--- config.mk ---
export PLATFORM = sky130hd
export DESIGN_NAME = sfq_ndo_driver
export DESIGN_NICKNAME = d
export VERILOG_FILES = /design/src/rtl/sfq_ndo_driver.sv
export SDC_FILE = /design/constraint.sdc
export NUM_CORES = 1
export LEC_CHECK = 0
export BUFFER_PORTS_ARGS = -buffer_cell sky130_fd_sc_hd__buf_2
export CAP_MARGIN = 20
export CORE_UTILIZATION = 50
export CTS_BUF_LIST = sky130_fd_sc_hd__clkbuf_8
export DETAILED_ROUTE_END_ITERATION = 8
export MAX_ROUTING_LAYER = met4
export PLACE_DENSITY = 0.69
export SLEW_MARGIN = 20
export SYNTH_ARGS = -nofsm -noshare
export SYNTH_HDL_FRONTEND = slang
export SYNTH_SLANG_ARGS = --single-unit
--- constraint.sdc ---
create_clock -name clk -period 3.1 [get_ports clk]
set_input_delay 0.31 -clock clk [delete_from_list [all_inputs] [get_ports clk]]
set_output_delay 0.31 -clock clk [all_outputs]
set_load 0.005 [all_outputs]
--- src/rtl/sfq_ndo_driver.sv ---
// sfq_ndo_driver
// Initiator/sequencer for a non-destructive-readout (NDO) storage cell.
// Commands (SET/CLEAR/READ) are accepted over a valid/ready handshake. Each
// command is issued as a single toggle on ndo_set/ndo_reset/ndo_clk. Toggles
// returned on ndo_out/ndo_resout are captured during a response window and
// judged against a shadow copy of the cell state.
//
// Ports:
//   clk, reset           sequencer clock, asynchronous active-high reset
//   cmd_valid/cmd_ready  command handshake (ready only in IDLE)
//   cmd_op[1:0]          01=SET, 10=CLEAR, 11=READ, 00=reserved
//   rsp_valid/rsp_ready  response handshake (valid held until ready)
//   rsp_data             READ: out toggle seen; CLEAR: resout toggle seen
//   rsp_err              inconsistent response or protocol error
//   err_sticky           latched on any unexpected cell toggle
//   ndo_set/reset/clk    toggle-encoded drives into the cell
//   ndo_out/ndo_resout   toggle-encoded, asynchronous cell outputs
module sfq_ndo_driver #(
    parameter int WINDOW = 8,
    parameter int GUARD  = 4,
    parameter int CNTW   = 8
) (
    input  logic       clk,
    input  logic       reset,
    input  logic       cmd_valid,
    output logic       cmd_ready,
    input  logic [1:0] cmd_op,
    output logic       rsp_valid,
    input  logic       rsp_ready,
    output logic       rsp_data,
    output logic       rsp_err,
    output logic       err_sticky,
    output logic       ndo_set,
    output logic       ndo_reset,
    output logic       ndo_clk,
    input  logic       ndo_out,
    input  logic       ndo_resout
);

    typedef enum logic [1:0] {S_IDLE, S_WAIT, S_GUARD, S_RESP} state_t;
    typedef enum logic [1:0] {
        OP_RSVD  = 2'b00,
        OP_SET   = 2'b01,
        OP_CLEAR = 2'b10,
        OP_READ  = 2'b11
    } op_t;

    state_t          r_state, w_state_nxt;
    op_t             r_op, w_op_nxt;
    logic [CNTW-1:0] r_cnt, w_cnt_nxt;
    logic [1:0]      r_hits, w_hits_nxt;    // expected detections, saturates at 2
    logic            r_flag, w_flag_nxt;    // unexpected/guard detection seen
    logic            r_shadow, w_shadow_nxt;
    logic            r_rsp_data, w_rsp_data_nxt;
    logic            r_rsp_err, w_rsp_err_nxt;
    logic            r_sticky, w_sticky_nxt;
    logic            r_set, w_set_nxt;
    logic            r_rst, w_rst_nxt;
    logic            r_clk, w_clk_nxt;
    logic            r_cmd_ready, r_rsp_valid;
    logic [2:0]      r_out_sync, r_res_sync;
    logic [1:0]      r_mask;

    logic w_armed, w_det_out, w_det_res, w_det_any;
    logic w_exp_det, w_oth_det;
    logic w_checked, w_any, w_mismatch, w_spurious;

    // [1] is the synchronized level, [2] its previous value; any difference is one pulse.
    // Detections stay masked until three clean cycles follow reset release.
    assign w_armed   = (r_mask == 2'd3);
    assign w_det_out = (r_out_sync[1] ^ r_out_sync[2]) & w_armed;
    assign w_det_res = (r_res_sync[1] ^ r_res_sync[2]) & w_armed;
    assign w_det_any = w_det_out | w_det_res;

    always_comb begin
        w_exp_det = 1'b0;
        w_oth_det = w_det_any;
        case (r_op)
            OP_CLEAR: begin w_exp_det = w_det_res; w_oth_det = w_det_out; end
            OP_READ:  begin w_exp_det = w_det_out; w_oth_det = w_det_res; end
            default:  ;
        endcase
    end

    // Only READ and CLEAR have an expected response to compare with the shadow.
    assign w_checked  = (r_op == OP_READ) || (r_op == OP_CLEAR);
    assign w_any      = (r_hits != 2'd0);
    assign w_mismatch = w_checked && (w_any != r_shadow);
    assign w_spurious = w_checked && w_any && !r_shadow;

    always_comb begin
        w_state_nxt    = r_state;
        w_op_nxt       = r_op;
        w_cnt_nxt      = r_cnt;
        w_hits_nxt     = r_hits;
        w_flag_nxt     = r_flag;
        w_shadow_nxt   = r_shadow;
        w_rsp_data_nxt = r_rsp_data;
        w_rsp_err_nxt  = r_rsp_err;
        w_sticky_nxt   = r_sticky;
        w_set_nxt      = r_set;
        w_rst_nxt      = r_rst;
        w_clk_nxt      = r_clk;
        case (r_state)
            S_IDLE: begin
                if (w_det_any) w_sticky_nxt = 1'b1;
                if (cmd_valid && r_cmd_ready) begin
                    w_op_nxt   = op_t'(cmd_op);
                    w_hits_nxt = 2'd0;
                    w_flag_nxt = 1'b0;
                    if (op_t'(cmd_op) == OP_RSVD) begin
                        w_rsp_data_nxt = 1'b0;
                        w_rsp_err_nxt  = 1'b1;
                        w_state_nxt    = S_RESP;
                    end else begin
                        case (op_t'(cmd_op))
                            OP_SET:   w_set_nxt = ~r_set;
                            OP_CLEAR: w_rst_nxt = ~r_rst;
                            default:  w_clk_nxt = ~r_clk;
                        endcase
                        w_cnt_nxt   = CNTW'(WINDOW - 1);
                        w_state_nxt = S_WAIT;
                    end
                end
            end
            S_WAIT: begin
                if (w_exp_det && !r_hits[1]) w_hits_nxt = r_hits + 2'd1;
                if (w_oth_det) begin
                    w_flag_nxt   = 1'b1;
                    w_sticky_nxt = 1'b1;
                end
                if (r_cnt == '0) begin
                    w_cnt_nxt   = CNTW'(GUARD - 1);
                    w_state_nxt = S_GUARD;
                end else begin
                    w_cnt_nxt = r_cnt - 1'b1;
                end
            end
            S_GUARD: begin
                if (w_det_any) begin
                    w_flag_nxt   = 1'b1;
                    w_sticky_nxt = 1'b1;
                end
                if (r_cnt == '0) begin
                    // A detection on this final guard edge is folded in directly.
                    w_rsp_data_nxt = (r_hits == 2'd1);
                    w_rsp_err_nxt  = r_flag | w_det_any | r_hits[1] | w_mismatch;
                    if (r_hits[1] || w_spurious) w_sticky_nxt = 1'b1;
                    if (r_op == OP_SET)   w_shadow_nxt = 1'b1;
                    if (r_op == OP_CLEAR) w_shadow_nxt = 1'b0;
                    w_state_nxt = S_RESP;
                end else begin
                    w_cnt_nxt = r_cnt - 1'b1;
                end
            end
            S_RESP: begin
                if (w_det_any) w_sticky_nxt = 1'b1;
                if (rsp_ready) w_state_nxt = S_IDLE;
            end
            default: w_state_nxt = S_IDLE;
        endcase
    end

    always_ff @(posedge clk or posedge reset) begin
        if (reset) begin
            r_state     <= S_IDLE;
            r_op        <= OP_RSVD;
            r_cnt       <= '0;
            r_hits      <= '0;
            r_flag      <= 1'b0;
            r_shadow    <= 1'b0;
            r_rsp_data  <= 1'b0;
            r_rsp_err   <= 1'b0;
            r_sticky    <= 1'b0;
            r_set       <= 1'b0;
            r_rst       <= 1'b0;
            r_clk       <= 1'b0;
            r_cmd_ready <= 1'b0;
            r_rsp_valid <= 1'b0;
            r_out_sync  <= '0;
            r_res_sync  <= '0;
            r_mask      <= '0;
        end else begin
            r_state     <= w_state_nxt;
            r_op        <= w_op_nxt;
            r_cnt       <= w_cnt_nxt;
            r_hits      <= w_hits_nxt;
            r_flag      <= w_flag_nxt;
            r_shadow    <= w_shadow_nxt;
            r_rsp_data  <= w_rsp_data_nxt;
            r_rsp_err   <= w_rsp_err_nxt;
            r_sticky    <= w_sticky_nxt;
            r_set       <= w_set_nxt;
            r_rst       <= w_rst_nxt;
            r_clk       <= w_clk_nxt;
            // Registered handshake flags keep every output low during reset.
            r_cmd_ready <= (w_state_nxt == S_IDLE);
            r_rsp_valid <= (w_state_nxt == S_RESP);
            r_out_sync  <= {r_out_sync[1:0], ndo_out};
            r_res_sync  <= {r_res_sync[1:0], ndo_resout};
            if (r_mask != 2'd3) r_mask <= r_mask + 2'd1;
        end
    end

    assign cmd_ready  = r_cmd_ready;
    assign rsp_valid  = r_rsp_valid;
    assign rsp_data   = r_rsp_data;
    assign rsp_err    = r_rsp_err;
    assign err_sticky = r_sticky;
    assign ndo_set    = r_set;
    assign ndo_reset  = r_rst;
    assign ndo_clk    = r_clk;

endmodule

==> out/results.txt, run 1 <==
Hold_ws: 0.08675 ns
Final Max Slew Viols: 0
Power per Cell Area: 1003 mW/mm^2
Vias after detailed routing: 1282
Final worst setup slack: 1.195 ns
Crit-path slowest cell: dfrtp_1
I/O Pins: 16
Slew margin rel.: 68.14%
Post-Syn Instances: 167
Sequential area share after synthesis: 45.78%
Root buffer cell: clkbuf_8
IO Port Bufs: 15
CTS H-tree lvls: 2
Worst hold-check path type: input pin to asynchronous set/reset pin
Place WS: 1.241 ns
Final min period: 1.905 ns
CTS tree: yes
Worst reg2reg startpoint: r_state[0]$_DFF_PP0_
RSZ-0062 raised after global routing: false
Post-synth EDFFs: 0
Initial Utilization: 52.42%
Avg Inst Size Synth: 10.47 sq um
Final core occ: 58.72%
Endpoints failing setup: 0
Cell count along the critical path: 6
Yosys synthesis warning count: 0
Layout cells sized above 1: 20.21%
Worst-Skew Late Latency: 0.29 ns
GR Overflow Total: 0
GRT Overall Usage: 22.14%
Max_cap viols: 0
Number of antenna diodes: 0
Die Area: 0.003739 sq mm
Crit end category: flop
Startpoint types: flop
Die extent in y: 61.15 um
Worst-case clock buffer depth: 2
Cells after DPL: 226
CP Cell Sequence: inv_1 -> ha_1 -> a21oi_4 -> nand3_2 -> or4_1 -> a21oi_1
Final instance area: 0.001959 sq mm
Seq cells post-synth: 32
Final HPWL DP: 2385 um
Peak VDD IR: 568.0 uV
Post-synth top area share: 45.78%
Cts repair resizes: 0
R2R depth: 6
Post-synth cell types: 48
Cell family with the largest share of critical-path delay: simple AND/OR/NAND/NOR gates
Largest area contributor in the netlist: dfrtp_1
Area growth syn-to-layout: 12.02%
Post-Layout Cell Count: 234
Pleak: 0.8703 nW
Syn Std Cell Area: 0.001749 sq mm
Clk slew on worst S/H paths: 0.07 ns
Final period util: 61.45%
Critical path peak fanout: 8
Classification of the worst setup path: flop to flop
# DRC: 0
Initial antenna violation count: 0
Post-CTS Hold Fix Bufs: 0
Starting DRT DRC Count: 59
Max incr delay on CP: 0.42 ns
Largest net degree at the start of global routing: 33
Pwr Total: 1.966 mW
Postcts setup bufs: 0
Vias in the first global route: 1249
Result of the run: finished clean
Avg WL per Cell: 14.49 um
Setup Skew: 0.009045 ns
Proportion of synthesized flip-flops having asynchronous set or reset: 100.0%
First-pass GRT wire length: 5692 um
Placer Congestion: 0.8769
Post-synthesis net count: 187
Post-Route WL: 3390 um
Top_reg_cell synth: dfrtp_1
Via-to-Cell Ratio: 5.479
Critical path origin: r_state[0]$_DFF_PP0_
FP Rows: 21
DRT Pass-1 Iters: 4
Placeable Area: 0.003337 sq mm
Worst Path Arrival: 2.12 ns
Critical path buffer and inverter count: 1
Worst slew pin tran: 0.4739 ns
Die Width: 61.15 um
Final hold violations: 0
Post-route antenna net violation count: 0
Synth area leaders: dfrtp_1, ha_1, xor2_1, nor2_1, o21ai_0
Required @ worst endpoint: 3.32 ns
Num CTS Buffers: 5
Total clock sinks: 32
Fin nets: 207
Final setup TNS: 0 ns
Max Fclk: 0.5249 GHz
Placed cell areas: 0.001867 sq mm
==> final timing paths <==
kind                            slack [ns]                 endpoint
worst max-delay path                  1.20     r_cnt[5]$_DFFE_PP0P_
worst min-delay path                  0.09  r_res_sync[0]$_DFF_PP0_
worst max register to register        1.20     r_cnt[5]$_DFFE_PP0P_
worst min register to register        0.36  r_out_sync[1]$_DFF_PP0_
max in group asynchronous             2.72      rsp_valid$_DFF_PP0_
min in group clk                      0.12  r_out_sync[0]$_DFF_PP0_
==> cells in the final DEF (no fill, tap or decap), drive strengths merged, types with 2 or more instances in the layout <==
| master | instances |
|---|---|
| dfrtp | 32 |
| nor2 | 18 |
| buf | 16 |
| inv | 12 |
| ha | 12 |
| nand2 | 12 |
| o21ai | 12 |
| xor2 | 9 |
| a21oi | 9 |
| clkbuf | 5 |
| nand3 | 5 |
| o31ai | 3 |
| nand2b | 3 |
| a22oi | 3 |
| nor3 | 3 |
| nand4 | 3 |
| mux2 | 3 |
| a31oi | 2 |
| xnor2 | 2 |
| and2 | 2 |
| clkinvlp | 2 |
| nor4 | 2 |
| and3 | 2 |
| o211ai | 2 |
==> cell type report <==
class | count | area, sq um
repair buffers | 16 | 82.58
multi-input cells | 120 | 880.8
flip-flops and latches | 32 | 800.8
well taps | 46 | 57.56
clock inverters | 3 | 23.77
clock buffers | 5 | 68.82
fillers | 299 | 1378
inverters | 12 | 45.04
==> cells by family after synthesis <==
kind of cell	synth area share, %
buf+inv	3.862
xor+xnor	5.508
simple gates	17.17
mux	2.146
compound gates	16.95
fa+ha+maj	8.583
flops	45.78
==> state kept, by name, summed over array words and instances (netlist names), 2 cells and up <==
name,cells
r_cnt,8
r_res_sync,3
r_out_sync,3
r_mask,2
r_state,2
r_op,2
r_hits,2
==> synthesized netlist by cell type (2+ instances only) <==
library cell and number:
dfrtp_1 32, o31ai_1 3, nand3_1 3, o21ai_1 3, a22oi_1 3, and2_1 2
a31oi_1 2, ha_1 12, nand4_1 2, nor3_1 3, nand2b_1 3, a21oi_1 7
inv_1 12, o21ai_0 9, xnor2_1 2, xor2_1 9, nand2_1 11, nand3_2 2
nor2_1 18
==> power by group <==
group,switching (mW),leakage (nW),total (mW),internal (mW)
Clock,0.166,0.0404,0.325,0.159
Combinational,0.551,0.444,0.949,0.398
Sequential,0.131,0.386,0.692,0.560
==> layer usage <==
layer	global-route usage (%)	vias up	wire, um
li1	-	633	-
met1	27.03	616	1535
met2	34.63	25	1657
met3	6.303	8	130
met4	8.766	0	66
met5	-	-	0
==> tightest hold or removal path, cell delays in order <==
cell and delay (ns):
buf_2 0.09, inv_1 0.04, buf_4 0.36
No activity file was read; power rests on OpenSTA's default activity.
==> inputs of run 2 (changes only) <==
PLACE_DENSITY = 0.72   (was 0.69)
clock period = 1.6 ns   (was 3.1 ns; I/O delays follow)
==> run 2 against run 1 <==
  * The flow now finishes with violations (negative setup slack)
  * Global-route usage up 0.58 points
  * Worst hold slack improved by 0.11 ns
  * Wire length rose by 14%
  * Flip-flop and latch count is the same
  * Non-clock buffer count increased by 32
  * Highest routed layer unchanged
==> out/results.txt, run 2 (same netlist as run 1, synthesis figures left out) <==
Result of the run: finished with violations (was finished clean)
Failing checks: negative setup slack
Vias in the first global route: 1312 (was 1249)
First-pass GRT wire length: 5844 um (was 5692 um)
Vias after detailed routing: 1416 (was 1282)
Max incr delay on CP: 0.44 ns (was 0.42 ns)
Crit end category: flop (unchanged)
Final min period: 1.608 ns (was 1.905 ns)
Post-Route WL: 3861 um (was 3390 um)
Power per Cell Area: 1963 mW/mm^2 (was 1003 mW/mm^2)
Area growth syn-to-layout: 32.05% (was 12.02%)
Cells after DPL: 245 (was 226)
Worst hold-check path type: input pin to flop (was input pin to asynchronous set/reset pin)
Worst-Skew Late Latency: 0.29 ns (about the same)
DRT Pass-1 Iters: 4 (unchanged)
Slew margin rel.: 72.63% (was 68.14%)
Critical path origin: r_state[0]$_DFF_PP0_ (unchanged)
Pwr Total: 4.534 mW (was 1.966 mW)
CP Cell Sequence: inv_4 -> ha_4 -> a21oi_4 -> nand3_2 -> or4_1 -> a21oi_2 (was inv_1 -> ha_1 -> a21oi_4 -> nand3_2 -> or4_1 -> a21oi_1)
Worst slew pin tran: 0.4105 ns (was 0.4739 ns)
Starting DRT DRC Count: 63 (was 59)
Final instance area: 0.002310 sq mm (was 0.001959 sq mm)
RSZ-0062 raised after global routing: true (was false)
Die Width: 61.15 um (unchanged)
FP Rows: 21 (unchanged)
Root buffer cell: clkbuf_8 (unchanged)
Max_cap viols: 0 (unchanged)
Worst-case clock buffer depth: 2 (unchanged)
Post-route antenna net violation count: 0 (unchanged)
Place WS: -0.05708 ns (was 1.241 ns)
Fin nets: 239 (was 207)
Worst reg2reg startpoint: r_state[0]$_DFF_PP0_ (unchanged)
Final worst setup slack: -0.008146 ns (was 1.195 ns)
Critical path peak fanout: 7 (was 8)
Clk slew on worst S/H paths: 0.07 ns (about the same)
Critical path buffer and inverter count: 1 (unchanged)
Final core occ: 69.22% (was 58.72%)
Total clock sinks: 32 (unchanged)
Peak VDD IR: 1355 uV (was 568.0 uV)
Hold_ws: 0.1950 ns (was 0.08675 ns)
Hold_sp: cmd_op[1]
CTS tree: yes (unchanged)
Largest net degree at the start of global routing: 33 (unchanged)
Endpoints failing setup: 1 (was 0)
I/O Pins: 16 (unchanged)
Initial Utilization: 52.42% (unchanged)
Post-Layout Cell Count: 266 (was 234)
IO Port Bufs: 15 (unchanged)
Placeable Area: 0.003337 sq mm (unchanged)
Classification of the worst setup path: flop to flop (unchanged)
Final HPWL DP: 2780 um (was 2385 um)
Leading cell type in the layout, fill and taps excluded: dfrtp_1 (unchanged)
CTS H-tree lvls: 2 (unchanged)
Num CTS Buffers: 5 (unchanged)
Initial antenna violation count: 0 (unchanged)
Via-to-Cell Ratio: 5.323 (was 5.479)
Top flop regs: r_cnt (8), r_out_sync (3), r_res_sync (3) (unchanged)
# DRC: 0 (unchanged)
Cell family with the largest share of critical-path delay: simple AND/OR/NAND/NOR gates (unchanged)
Placer Congestion: 0.8837 (was 0.8769)
GR Overflow Total: 0 (unchanged)
Pleak: 1.020 nW (was 0.8703 nW)
Layout cells sized above 1: 40.91% (was 20.21%)
GRT Overall Usage: 22.72% (was 22.14%)
Die Area: 0.003739 sq mm (unchanged)
Required @ worst endpoint: 1.81 ns (was 3.32 ns)
Setup Skew: 0.005572 ns (was 0.009045 ns)
Die extent in y: 61.15 um (unchanged)
Crit-path slowest cell: dfrtp_2 (was dfrtp_1)
Final setup TNS: -0.008146 ns (was 0 ns)
Number of flip-flops in the largest register: 8 (unchanged)
Placed cell areas: 0.002024 sq mm (was 0.001867 sq mm)
Avg WL per Cell: 14.52 um (was 14.49 um)
Startpoint types: flop (unchanged)
Most frequent cells in the layout: dfrtp_1, buf_4, buf_2 (was dfrtp_1, nor2_1, buf_2)
Final hold violations: 0 (unchanged)
Worst Path Arrival: 1.82 ns (was 2.12 ns)
Final Max Slew Viols: 0 (unchanged)
Number of antenna diodes: 0 (unchanged)
Max Fclk: 0.6218 GHz (was 0.5249 GHz)
Final period util: 100.5% (was 61.45%)
Largest Register: r_cnt (unchanged)
run 2: power breakdown:
part / total (mW) / internal, mW / switching, mW
Sequential: 1.35 / 1.09 / 0.255
Combinational: 2.58 / 1.26 / 1.32
Clock: 0.610 / 0.302 / 0.307
Total: 4.53 / 2.65 / 1.88
run 2: what timing repair did:
action | CTS | global route
setup endpoints to repair | 13 | 16
setup buffers | 1 | 9
gates resized for setup | 9 | 19
hold buffers | 3 | 0
pin swaps | 4 | 14
hold endpoints to repair | 34 | 0
run 2: worst min-delay path: cells and delay by family:
family	cells	cell delay, ns
AND/OR/NAND/NOR	2	0.16
buffers and inverters	1	0.13
run 2: layout make-up:
type / count / area (sq um)
clock inverter: 3 / 18.77
sequential: 32 / 803.3
clock buffer: 5 / 68.82
multi-input combinational: 120 / 975.9
inverter: 12 / 51.30
fill: 273 / 1027
tap: 46 / 57.56
timing repair buffer: 48 / 334.1
run 2: worst paths after layout:
check | cells past startpoint | to | slack (ns)
max in group asynchronous | 4 | r_state[1]$_DFF_PP0_ | 0.78
min in group asynchronous | 4 | r_res_sync[2]$_DFF_PP0_ | 0.50
setup / recovery | 6 | r_cnt[5]$_DFFE_PP0P_ | -0.008
hold reg to reg | 0 | r_res_sync[1]$_DFF_PP0_ | 0.36
setup reg to reg | 6 | r_cnt[5]$_DFFE_PP0P_ | -0.008
hold / removal | 3 | r_op[1]$_DFFE_PP0P_ | 0.19
run 2: routing by layer:
| metal | up-vias | GRT usage (%) | part of all wire [%] |
|---|---|---|---|
| met1 | 692 | 26.94 | 45 |
| met3 | 6 | 6.092 | 2.9 |
| met4 | 0 | 8.117 | 1.2 |
| met5 | - | - | 0 |
| li1 | 697 | - | - |
| met2 | 21 | 37.11 | 51 |
==> inputs of run 3 (changes only) <==
REMOVE_ABC_BUFFERS = 1   (was default)
==> run 3 against run 2 <==
  * The flow still finishes with violations (negative setup slack)
  * Sequential share of layout area decreased by 1.3 points
  * Combinational power increased by 7%
  * First-iteration DRC count decreased by 16%
  * Via count increased by 2.8%
  * Flip-flop and latch count unchanged
  * Critical path type unchanged
  * Largest power group unchanged
==> out/results.txt, run 3 (same netlist as run 1, synthesis figures left out) <==
Worst Path Arrival: 1.81 ns (was 1.82 ns)
Die Width: 61.15 um (unchanged)
Result of the run: finished with violations (unchanged)
Most frequent cells in the layout: buf_4, dfrtp_1, buf_2 (was dfrtp_1, buf_4, buf_2)
Classification of the worst setup path: flop to flop (unchanged)
Post-Layout Cell Count: 271 (was 266)
Largest net degree at the start of global routing: 33 (unchanged)
RSZ-0062 raised after global routing: true (unchanged)
Via-to-Cell Ratio: 5.373 (was 5.323)
Pwr Total: 4.727 mW (was 4.534 mW)
GRT Overall Usage: 24.86% (was 22.72%)
Met2 Usage GRT: 41.30% (was 37.11%)
Slew margin rel.: 67.05% (was 72.63%)
Endpoints failing setup: 6 (was 1)
DRT Pass-1 Iters: 4 (unchanged)
Largest Register: r_cnt (unchanged)
Crit end category: flop (unchanged)
Failing checks: negative setup slack (unchanged)
Cells after DPL: 253 (was 245)
Worst slew pin tran: 0.4900 ns (was 0.4105 ns)
Avg WL per Cell: 14.82 um (was 14.52 um)
Clk slew on worst S/H paths: 0.06 ns (was 0.07 ns)
IO Port Bufs: 15 (unchanged)
Num CTS Buffers: 5 (unchanged)
Post-route antenna net violation count: 0 (unchanged)
Pleak: 1.061 nW (was 1.020 nW)
GR Overflow Total: 0 (unchanged)
Layout cells sized above 1: 44.00% (was 40.91%)
Leading cell type in the layout, fill and taps excluded: buf_4 (was dfrtp_1)
Final period util: 102.8% (was 100.5%)
Startpoint types: flop (unchanged)
Worst-Skew Late Latency: 0.28 ns (was 0.29 ns)
Root buffer cell: clkbuf_8 (unchanged)
Final worst setup slack: -0.04522 ns (was -0.008146 ns)
# DRC: 0 (unchanged)
Die Area: 0.003739 sq mm (unchanged)
First-pass GRT wire length: 6430 um (was 5844 um)
Vias in the first global route: 1410 (was 1312)
Placeable Area: 0.003337 sq mm (unchanged)
Final hold violations: 0 (unchanged)
Critical path peak fanout: 6 (was 7)
Final Max Slew Viols: 0 (unchanged)
Number of flip-flops in the largest register: 8 (unchanged)
Top flop regs: r_cnt (8), r_out_sync (3), r_res_sync (3) (unchanged)
Critical path origin: r_cnt[5]$_DFFE_PP0P_ (was r_state[0]$_DFF_PP0_)
Total clock sinks: 32 (unchanged)
Initial antenna violation count: 0 (unchanged)
Fin nets: 245 (was 239)
Hold_sp: cmd_op[1] (unchanged)
CTS H-tree lvls: 2 (unchanged)
Met3 usage: 5.882% (was 6.092%)
Initial Utilization: 52.42% (unchanged)
Final min period: 1.645 ns (was 1.608 ns)
Power per Cell Area: 1974 mW/mm^2 (was 1963 mW/mm^2)
FP Rows: 21 (unchanged)
Required @ worst endpoint: 1.77 ns (was 1.81 ns)
Vias after detailed routing: 1456 (was 1416)
Die extent in y: 61.15 um (unchanged)
Number of antenna diodes: 0 (unchanged)
I/O Pins: 16 (unchanged)
Worst hold-check path type: input pin to flop (unchanged)
Busiest grt layer: met2 (unchanged)
Post-Route WL: 4017 um (was 3861 um)
Final HPWL DP: 2796 um (was 2780 um)
CTS tree: yes (unchanged)
Max_cap viols: 0 (unchanged)
Worst reg2reg startpoint: r_cnt[5]$_DFFE_PP0P_ (was r_state[0]$_DFF_PP0_)
Hold_ws: 0.1858 ns (was 0.1950 ns)
Peak VDD IR: 1166 uV (was 1355 uV)
GRT met1 Usage: 29.81% (was 26.94%)
Starting DRT DRC Count: 53 (was 63)
Setup Skew: 0.004876 ns (was 0.005572 ns)
Final setup TNS: -0.1101 ns (was -0.008146 ns)
Placer Congestion: 0.8138 (was 0.8837)
Area growth syn-to-layout: 36.91% (was 32.05%)
Worst-case clock buffer depth: 2 (unchanged)
Final core occ: 71.77% (was 69.22%)
Max Fclk: 0.6078 GHz (was 0.6218 GHz)
run 3: layout make-up:
cell class	count	area, sq um
clock buffers	7	96.34
fillers	260	942.2
inverters	12	45.04
multi-input cells	120	1015
flip-flops and latches	32	802.0
well taps	46	57.56
repair buffers	54	379.1
run 3: metrics by stage:
stage / area, sq um / setup slack (ns)
2_1_floorplan: 1727 / -0.09210
3_3_place_gp: 2069 / -0.01131
3_5_place_dp: 2069 / -0.09145
4_1_cts: 2241 / -0.03787
5_1_grt: 2395 / -0.1056
6_report: 2395 / -0.04522
run 3: worst paths after layout:
kind | endpoint | slack [ns] | cells past startpoint
setup / recovery | rsp_err$_DFFE_PP0P_ | -0.05 | 6
hold / removal | ndo_clk$_DFFE_PP0P_ | 0.19 | 3
setup reg to reg | rsp_err$_DFFE_PP0P_ | -0.05 | 6
hold reg to reg | r_res_sync[1]$_DFF_PP0_ | 0.35 | 0
max in group asynchronous | r_state[1]$_DFF_PP0_ | 0.80 | 4
min in group asynchronous | r_mask[0]$_DFFE_PP0P_ | 0.50 | 4
run 3: report_power, final:
group	switching (mW)	total, mW	internal, mW	leakage [nW]
Sequential	0.220	1.31	1.09	0.385
Combinational	1.40	2.75	1.36	0.626
Clock	0.280	0.662	0.382	0.0503
Total	1.90	4.73	2.83	1.06
run 3: routing by layer:
| layer | vias up | share of wire, % |
|---|---|---|
| met5 | - | 0 |
| met4 | 0 | 1.9 |
| met3 | 8 | 3.8 |
| met1 | 715 | 43 |
| li1 | 702 | - |
| met2 | 31 | 52 |
run 3: critical path, stage by stage, from the launching register on:
cell     delay (ns)
dfrtp_1        0.43
nor4_4         0.28
buf_4          0.19
nand4_4        0.13
o21ai_1        0.11
nand2_1        0.08
mux2_4         0.32
run 3: what timing repair did:
item                                   CTS  global route
resized for setup                        8            32
endpoints found under the hold margin   34             0
pin swaps                                2            14
hold buffers                             3             0
setup buffers                            3             5
setup endpoints to repair               13            20
